<file path="config.mk">
export PLATFORM = sky130hd
export DESIGN_NAME = kbd_joypad
export DESIGN_NICKNAME = d
export VERILOG_FILES = /design/src/rtl/kbd_joypad_pkg.sv /design/src/rtl/kbd_joypad_decode.sv /design/src/rtl/kbd_joypad.sv
export SDC_FILE = /design/constraint.sdc
export NUM_CORES = 1
export LEC_CHECK = 0
export ABC_AREA = 1
export BUFFER_PORTS_ARGS = -buffer_cell sky130_fd_sc_hd__buf_2
export CORE_ASPECT_RATIO = 1.5
export CORE_MARGIN = 2
export CORE_UTILIZATION = 45
export CTS_BUF_LIST = sky130_fd_sc_hd__clkbuf_16
export CTS_CLUSTER_DIAMETER = 40
export DETAILED_ROUTE_END_ITERATION = 12
export PLACE_DENSITY = 0.69
export SYNTH_ARGS = -nofsm -noshare
export SYNTH_HDL_FRONTEND = slang
export SYNTH_SLANG_ARGS = --single-unit
</file>
<file path="constraint.sdc">
create_clock -name clock_25 -period 2.15 [get_ports clock_25]
set_input_delay 0.3225 -clock clock_25 [delete_from_list [all_inputs] [get_ports clock_25]]
set_output_delay 0.3225 -clock clock_25 [all_outputs]
set_load 0.02 [all_outputs]
</file>
<file path="src/rtl/kbd_joypad_pkg.sv">
// Shared definitions for the PS/2 keyboard to joypad bridge: parser states,
// joypad bit positions, scancode constants and small helpers.
package kbd_joypad_pkg;

    typedef enum logic [2:0] {
        ST_IDLE,
        ST_EXT,
        ST_BRK,
        ST_EXT_BRK,
        ST_SKIP
    } state_t;

    // Joypad bit positions, bit0 = B
    localparam logic [2:0] BIT_B      = 3'd0;
    localparam logic [2:0] BIT_A      = 3'd1;
    localparam logic [2:0] BIT_SELECT = 3'd2;
    localparam logic [2:0] BIT_START  = 3'd3;
    localparam logic [2:0] BIT_UP     = 3'd4;
    localparam logic [2:0] BIT_DOWN   = 3'd5;
    localparam logic [2:0] BIT_LEFT   = 3'd6;
    localparam logic [2:0] BIT_RIGHT  = 3'd7;

    localparam logic [7:0] SC_EXT   = 8'hE0;
    localparam logic [7:0] SC_BRK   = 8'hF0;
    localparam logic [7:0] SC_PAUSE = 8'hE1;
    localparam logic [2:0] SKIP_LEN = 3'd7;

    localparam logic [7:0] SC_P1_B      = 8'h22;
    localparam logic [7:0] SC_P1_A      = 8'h1A;
    localparam logic [7:0] SC_P1_SELECT = 8'h21;
    localparam logic [7:0] SC_P1_START  = 8'h2A;
    localparam logic [7:0] SC_P1_TB     = 8'h1C;
    localparam logic [7:0] SC_P1_TA     = 8'h1B;
    localparam logic [7:0] SC_UP        = 8'h75;
    localparam logic [7:0] SC_DOWN      = 8'h72;
    localparam logic [7:0] SC_LEFT      = 8'h6B;
    localparam logic [7:0] SC_RIGHT     = 8'h74;

    localparam logic [7:0] SC_P2_B      = 8'h31;
    localparam logic [7:0] SC_P2_A      = 8'h3A;
    localparam logic [7:0] SC_P2_SELECT = 8'h41;
    localparam logic [7:0] SC_P2_START  = 8'h49;
    localparam logic [7:0] SC_P2_UP     = 8'h43;
    localparam logic [7:0] SC_P2_DOWN   = 8'h42;
    localparam logic [7:0] SC_P2_LEFT   = 8'h3B;
    localparam logic [7:0] SC_P2_RIGHT  = 8'h4B;

    typedef struct packed {
        logic       valid;
        logic       player;
        logic       turbo;
        logic [2:0] idx;
    } key_map_t;

    function automatic key_map_t mk_map(input logic player, input logic turbo,
                                        input logic [2:0] idx);
        key_map_t m;
        m.valid  = 1'b1;
        m.player = player;
        m.turbo  = turbo;
        m.idx    = idx;
        return m;
    endfunction

    // Keyboard status/ack bytes that never start a scancode
    function automatic logic is_ignored(input logic [7:0] b);
        return (b == 8'hAA) || (b == 8'hFA) || (b == 8'hFE) ||
               (b == 8'hEE) || (b == 8'h00) || (b == 8'hFF);
    endfunction

    // When both opposing directions are held, only the most recent press survives
    function automatic logic [7:0] resolve_dirs(input logic [7:0] h,
                                                input logic last_up,
                                                input logic last_left);
        logic [7:0] r;
        r = h;
        if (h[BIT_UP] && h[BIT_DOWN]) begin
            if (last_up) r[BIT_DOWN] = 1'b0;
            else         r[BIT_UP]   = 1'b0;
        end
        if (h[BIT_LEFT] && h[BIT_RIGHT]) begin
            if (last_left) r[BIT_RIGHT] = 1'b0;
            else           r[BIT_LEFT]  = 1'b0;
        end
        return r;
    endfunction

endpackage

</file>
<file path="src/rtl/kbd_joypad_decode.sv">
// Combinational scancode lookup: code + extended flag -> {player, bit, valid}.
// Turbo keys (1C/1B) exist only when KBD_JOYPAD_TURBO_EN is defined.
module kbd_joypad_decode
    import kbd_joypad_pkg::*;
(
    input  logic [7:0] i_code,
    input  logic       i_ext,
    output key_map_t   o_map
);

    always_comb begin
        o_map = '0;
        if (i_ext) begin
            case (i_code)
                SC_UP:    o_map = mk_map(1'b0, 1'b0, BIT_UP);
                SC_DOWN:  o_map = mk_map(1'b0, 1'b0, BIT_DOWN);
                SC_LEFT:  o_map = mk_map(1'b0, 1'b0, BIT_LEFT);
                SC_RIGHT: o_map = mk_map(1'b0, 1'b0, BIT_RIGHT);
                default:  o_map = '0;
            endcase
        end else begin
            case (i_code)
                SC_P1_B:      o_map = mk_map(1'b0, 1'b0, BIT_B);
                SC_P1_A:      o_map = mk_map(1'b0, 1'b0, BIT_A);
                SC_P1_SELECT: o_map = mk_map(1'b0, 1'b0, BIT_SELECT);
                SC_P1_START:  o_map = mk_map(1'b0, 1'b0, BIT_START);
                SC_UP:        o_map = mk_map(1'b0, 1'b0, BIT_UP);
                SC_DOWN:      o_map = mk_map(1'b0, 1'b0, BIT_DOWN);
                SC_LEFT:      o_map = mk_map(1'b0, 1'b0, BIT_LEFT);
                SC_RIGHT:     o_map = mk_map(1'b0, 1'b0, BIT_RIGHT);
`ifdef KBD_JOYPAD_TURBO_EN
                SC_P1_TB:     o_map = mk_map(1'b0, 1'b1, BIT_B);
                SC_P1_TA:     o_map = mk_map(1'b0, 1'b1, BIT_A);
`endif
                SC_P2_B:      o_map = mk_map(1'b1, 1'b0, BIT_B);
                SC_P2_A:      o_map = mk_map(1'b1, 1'b0, BIT_A);
                SC_P2_SELECT: o_map = mk_map(1'b1, 1'b0, BIT_SELECT);
                SC_P2_START:  o_map = mk_map(1'b1, 1'b0, BIT_START);
                SC_P2_UP:     o_map = mk_map(1'b1, 1'b0, BIT_UP);
                SC_P2_DOWN:   o_map = mk_map(1'b1, 1'b0, BIT_DOWN);
                SC_P2_LEFT:   o_map = mk_map(1'b1, 1'b0, BIT_LEFT);
                SC_P2_RIGHT:  o_map = mk_map(1'b1, 1'b0, BIT_RIGHT);
                default:      o_map = '0;
            endcase
        end
    end

endmodule

</file>
<file path="src/rtl/kbd_joypad.sv">
// PS/2 set-2 keyboard to two-player joypad bridge: prefix parser, held-key
// registers, opposing-direction priority. Turbo buttons under KBD_JOYPAD_TURBO_EN.
module kbd_joypad
    import kbd_joypad_pkg::*;
#(
    parameter int TURBO_DIV = 416667
) (
    input  logic       clock_25,
    input  logic       reset_n,
    input  logic [7:0] kbd,
    input  logic       hit,
    input  logic       clear,
    output logic [7:0] joy1,
    output logic [7:0] joy2
);

    state_t      r_state, w_state_next;
    logic [2:0]  r_skip, w_skip_next;
    logic        w_act, w_make, w_ext;
    key_map_t    w_map;
    logic [15:0] r_held, w_held_next;
    logic [1:0]  r_last_up, w_last_up_next;
    logic [1:0]  r_last_left, w_last_left_next;
    logic [7:0]  w_turbo_or;
    logic [7:0]  r_joy1, r_joy2;

    always_ff @(posedge clock_25) begin
        if (!reset_n) begin
            r_state <= ST_IDLE;
            r_skip  <= '0;
        end else begin
            r_state <= w_state_next;
            r_skip  <= w_skip_next;
        end
    end

    always_comb begin
        w_state_next = r_state;
        w_skip_next  = r_skip;
        w_act        = 1'b0;
        w_make       = 1'b0;
        w_ext        = 1'b0;
        if (clear) begin
            w_state_next = ST_IDLE;
            w_skip_next  = '0;
        end else if (hit) begin
            case (r_state)
                ST_IDLE: begin
                    if (kbd == SC_EXT) begin
                        w_state_next = ST_EXT;
                    end else if (kbd == SC_BRK) begin
                        w_state_next = ST_BRK;
                    end else if (kbd == SC_PAUSE) begin
                        w_state_next = ST_SKIP;
                        w_skip_next  = SKIP_LEN;
                    end else if (!is_ignored(kbd)) begin
                        w_act  = 1'b1;
                        w_make = 1'b1;
                    end
                end
                ST_EXT: begin
                    if (kbd == SC_BRK) begin
                        w_state_next = ST_EXT_BRK;
                    end else begin
                        w_act        = 1'b1;
                        w_make       = 1'b1;
                        w_ext        = 1'b1;
                        w_state_next = ST_IDLE;
                    end
                end
                ST_BRK: begin
                    w_act        = 1'b1;
                    w_state_next = ST_IDLE;
                end
                ST_EXT_BRK: begin
                    w_act        = 1'b1;
                    w_ext        = 1'b1;
                    w_state_next = ST_IDLE;
                end
                ST_SKIP: begin
                    // Pause sends 7 more bytes after E1; swallow them all
                    if (r_skip <= 3'd1) begin
                        w_skip_next  = '0;
                        w_state_next = ST_IDLE;
                    end else begin
                        w_skip_next  = r_skip - 3'd1;
                    end
                end
                default: w_state_next = ST_IDLE;
            endcase
        end
    end

    kbd_joypad_decode u_decode (
        .i_code (kbd),
        .i_ext  (w_ext),
        .o_map  (w_map)
    );

    always_comb begin
        w_held_next      = r_held;
        w_last_up_next   = r_last_up;
        w_last_left_next = r_last_left;
        if (clear) begin
            w_held_next = '0;
        end else if (w_act && w_map.valid && !w_map.turbo) begin
            w_held_next[{w_map.player, w_map.idx}] = w_make;
            if (w_make) begin
                case (w_map.idx)
                    BIT_UP:    w_last_up_next[w_map.player]   = 1'b1;
                    BIT_DOWN:  w_last_up_next[w_map.player]   = 1'b0;
                    BIT_LEFT:  w_last_left_next[w_map.player] = 1'b1;
                    BIT_RIGHT: w_last_left_next[w_map.player] = 1'b0;
                    default: ;
                endcase
            end
        end
    end

`ifdef KBD_JOYPAD_TURBO_EN
    localparam int DIV_W = (TURBO_DIV > 1) ? $clog2(TURBO_DIV) : 1;

    logic [DIV_W-1:0] r_div;
    logic             r_phase, w_phase_next;
    logic [1:0]       r_turbo, w_turbo_next;

    always_comb begin
        w_phase_next = (r_div == DIV_W'(TURBO_DIV - 1)) ? ~r_phase : r_phase;
        w_turbo_next = r_turbo;
        if (clear) begin
            w_turbo_next = '0;
        end else if (w_act && w_map.valid && w_map.turbo) begin
            w_turbo_next[w_map.idx[0]] = w_make;
        end
        w_turbo_or = {6'b0, w_turbo_next & {2{w_phase_next}}};
    end

    always_ff @(posedge clock_25) begin
        if (!reset_n) begin
            r_div   <= '0;
            r_phase <= 1'b0;
            r_turbo <= '0;
        end else begin
            r_div   <= (r_div == DIV_W'(TURBO_DIV - 1)) ? '0 : r_div + DIV_W'(1);
            r_phase <= w_phase_next;
            r_turbo <= w_turbo_next;
        end
    end
`else
    logic w_turbo_div_unused;
    assign w_turbo_div_unused = (TURBO_DIV > 0);
    assign w_turbo_or         = '0;
`endif

    // Outputs are registered from next-state values so a key shows one cycle after its last byte
    always_ff @(posedge clock_25) begin
        if (!reset_n) begin
            r_held      <= '0;
            r_last_up   <= '0;
            r_last_left <= '0;
            r_joy1      <= '0;
            r_joy2      <= '0;
        end else begin
            r_held      <= w_held_next;
            r_last_up   <= w_last_up_next;
            r_last_left <= w_last_left_next;
            r_joy1      <= resolve_dirs(w_held_next[7:0], w_last_up_next[0],
                                        w_last_left_next[0]) | w_turbo_or;
            r_joy2      <= resolve_dirs(w_held_next[15:8], w_last_up_next[1],
                                        w_last_left_next[1]);
        end
    end

    assign joy1 = r_joy1;
    assign joy2 = r_joy2;

endmodule
</file>
==> flow_summary.toml <==
[timing]
slew_limit_headroom_pct = 77.18
timing.hold.ws_ns = 0.3750
timing.final.crit_period_ns = 1.976
setup_ws_ns = 0.1744
setup_violations = 0
timing_hold_violations_final = 0
tns_ns = 0
achievable-frequency_mhz = 506.2
worst-slew-pin-transition_ns = 0.3412
slew_limit_fails = 0
post-route-period-util_pct = 91.89
timing.clock.skew_ns = 0.003047

[global_routing]
global_route_wire_length_before_repair_mm = 9.977
overflow = 0
first_global_vias = 2420
pin_count_of_the_biggest_net_entering_global_routing = 12
grt.total_usage_pct = 20.76
antenna_found_initial = 0

[setup_path]
critPathBufInv = 1
critPathMaxFanout = 8
cell_repeated_most_along_the_worst_path = "sky130_fd_sc_hd__nand2_4"
timing.reg2reg.setup_slack_ns = 0.17
crit_family = "simple AND/OR/NAND/NOR gates"
worst_setup_path_startpoint = "r_state[1]"
rr_startpoint = "r_state[1]"
critPathRequiredTime_ns = 2.31
setup.worst_path.end_class = "register"
count_of_cells_along_the_worst_register_to_register_path = 13
path_class = "register to register"
worst_path_largest_cell_delay_ns = 0.36
setup.worst_path.start_class = "register"
cp_data_arrival_time_ns = 2.14
crit_path_cell_trace = "nor3_2 > nand2_4 > nand2_2 > nand2_4 > buf_4 > nand3_4 > nand2_4 > nor2_8 > nand3_1 > nand2_1 > nand2_1 > nor2_1 > nor2_1"
worst_r2r_endpoint = "joy2[4]"
cp_slowest_cell = "sky130_fd_sc_hd__dfxtp_1"

[place]
post-place-ws_ns = -0.06789
globalplace.congestion = 0.9089
place_hpwl_mm = 4.946
placedInstanceArea_mm2 = 0.002760
placement.io_buffers = 27
post-place-cells = 503

[yosys]
syn-mean-instance-area_um2 = 6.206
synth-seq-area-share_pct = 27.63
synth_cells = 397
synth_area_mm2 = 0.002464
count_of_warnings_emitted_by_yosys = 0
yosysUniqueCellTypes = 32
synthesis.nets = 411
yosys_register_bits = 34

[floorplanning]
die_area_mm2 = 0.006095
floorplan.initialDensity_pct = 45.90
site_rows = 33
core-area_mm2 = 0.005368
chipWidth_um = 64.42
num_io_pins = 28
die_height_um = 94.62

[power]
worst_ir_drop_on_vdd_mv = 0.2973
powerDensity_mw_per_mm2 = 492.4
power_mw = 1.432
static-leakage-power_nw = 1.476

[detailed_routing]
remaining_drc_errors = 0
drt-wirelength-per-cell_um = 11.62
drtPass1Iterations = 5
antenna_left = 0
postRouteWirelength_mm = 5.913
routed-via-count = 2509
detail_route.vias_per_cell = 4.929
detailedRoute.firstIterationViolations = 85

[cts]
ctsResizeCount = 0
clock_insertion_delay_worst_skew_ns = 0.27
path_clk_slew_ns = 0.05
cts_tree = "built"
cts.sinks = 34
cts-root-to-sink-buffers = 2
holdBufCountCts = 0
ctsHtreeMaxLevel = 2
post_cts.repair.setup_buffers = 0
numCtsBuffers = 5
clk_root_buffer_cell = "sky130_fd_sc_hd__clkbuf_16"

[final_layout]
layout-area-overhead-vs-synth_pct = 18.03
layout.core_utilization_pct = 54.17
multi_input_area_mm2 = 0.001523
layout_cells_sized_above_1_pct = 24.83
final_common_cell = "sky130_fd_sc_hd__nand2_1"
post_layout_nonfiller_instances = 509
finished_cell_area_mm2 = 0.002908
diodes = 0
storage_element_area_um2 = 680.7
design.final.nets = 454
mostFrequentLayoutCells = "100 x sky130_fd_sc_hd__nand2_1, 66 x sky130_fd_sc_hd__nor2_1, 40 x sky130_fd_sc_hd__inv_1, 36 x sky130_fd_sc_hd__nand3_1, 34 x sky130_fd_sc_hd__dfxtp_1"
nFillCells = 575

[job]
maxCapViolCount = 0

[min_path]
hold_path_end = "r_held[4]"
hold-path-cell-count = 3
path_category_of_the_worst_min_delay_check = "primary input to register"
startpoint_of_the_lowest_slack_hold_path = "clear"

[outcome]
run_status = "complete, no violations"
## metal layers
metal  vias to the layer above  GRT usage, %  part of all wire [%]
met4                         0         10.28                   3.7
met3                        18         2.503                   2.9
met2                        48         42.71                    55
met5                         -             0                     0
met1                      1104         19.50                    38
li1                       1339             -                     -
## tightest hold or removal path, stage by stage
cell,delay [ns]
sky130_fd_sc_hd__buf_2,0.10
sky130_fd_sc_hd__buf_4,0.13
sky130_fd_sc_hd__nor3_2,0.05
## area by class of cell
type | count | area share, %
clock buffers | 5 | 4.303
repair buffers | 46 | 9.552
well taps | 70 | 3.012
inverters | 56 | 7.229
multi-input cells | 297 | 52.37
clock inverters | 1 | 0.1291
flip-flops and latches | 34 | 23.41
## synth_stat cells (all sizes together)
| cell type | count | area, um^2 |
|---|---|---|
| a21oi | 18 | 97.60 |
| xnor2 | 1 | 8.760 |
| nor2 | 81 | 399.1 |
| nand2 | 118 | 523.0 |
| o32ai | 1 | 8.760 |
| clkinv | 1 | 3.750 |
| or2 | 2 | 12.51 |
| dfxtp | 34 | 680.7 |
| nand3b | 1 | 7.510 |
| buf | 9 | 65.06 |
| and3 | 1 | 6.260 |
| a211oi | 5 | 37.54 |
| inv | 55 | 206.4 |
| o21ai | 12 | 60.05 |
| clkbuf | 1 | 3.750 |
| nand3 | 38 | 207.7 |
| nand4 | 9 | 56.30 |
| nor3 | 6 | 41.29 |
| ha | 2 | 25.02 |
| a31oi | 2 | 12.51 |
## flip-flops by register name (all words and copies together), names as in the netlist
name         cells
r_held          16
r_last_left      2
joy2             4
r_skip           3
joy1             4
r_state          3
r_last_up        2
## worst max path at each step
stage,endpoint,cells past startpoint,slack (ns)
floorplan,joy2[4],16,0.35
global placement,joy2[4],17,-0.05
detailed placement,joy2[4],17,-0.07
CTS,joy2[4],14,0.10
global route,joy2[4],14,-0.02
finish,joy2[4],13,0.17
## kinds of logic (layout without fill, tap and decap cells)
family                   Yosys count  count (layout)  share of synthesized area, %
AND/OR/NAND/NOR                  256             256                         50.89
flip-flops                        34              34                         27.63
XOR/XNOR                           1               1                        0.3556
adder cells (fa/ha/maj)            2               2                         1.016
buffers and inverters             66             108                         11.32
AO/OA/AOI/OAI                     38              38                         8.786
## where the power goes
group / switching, mW / leakage [nW] / internal, mW
Sequential: 0.000541 / 0.274 / 0.632
Clock: 0.237 / 0.0632 / 0.411
Combinational: 0.103 / 1.14 / 0.0487
Note: power is estimated with default switching activity, not from simulation.
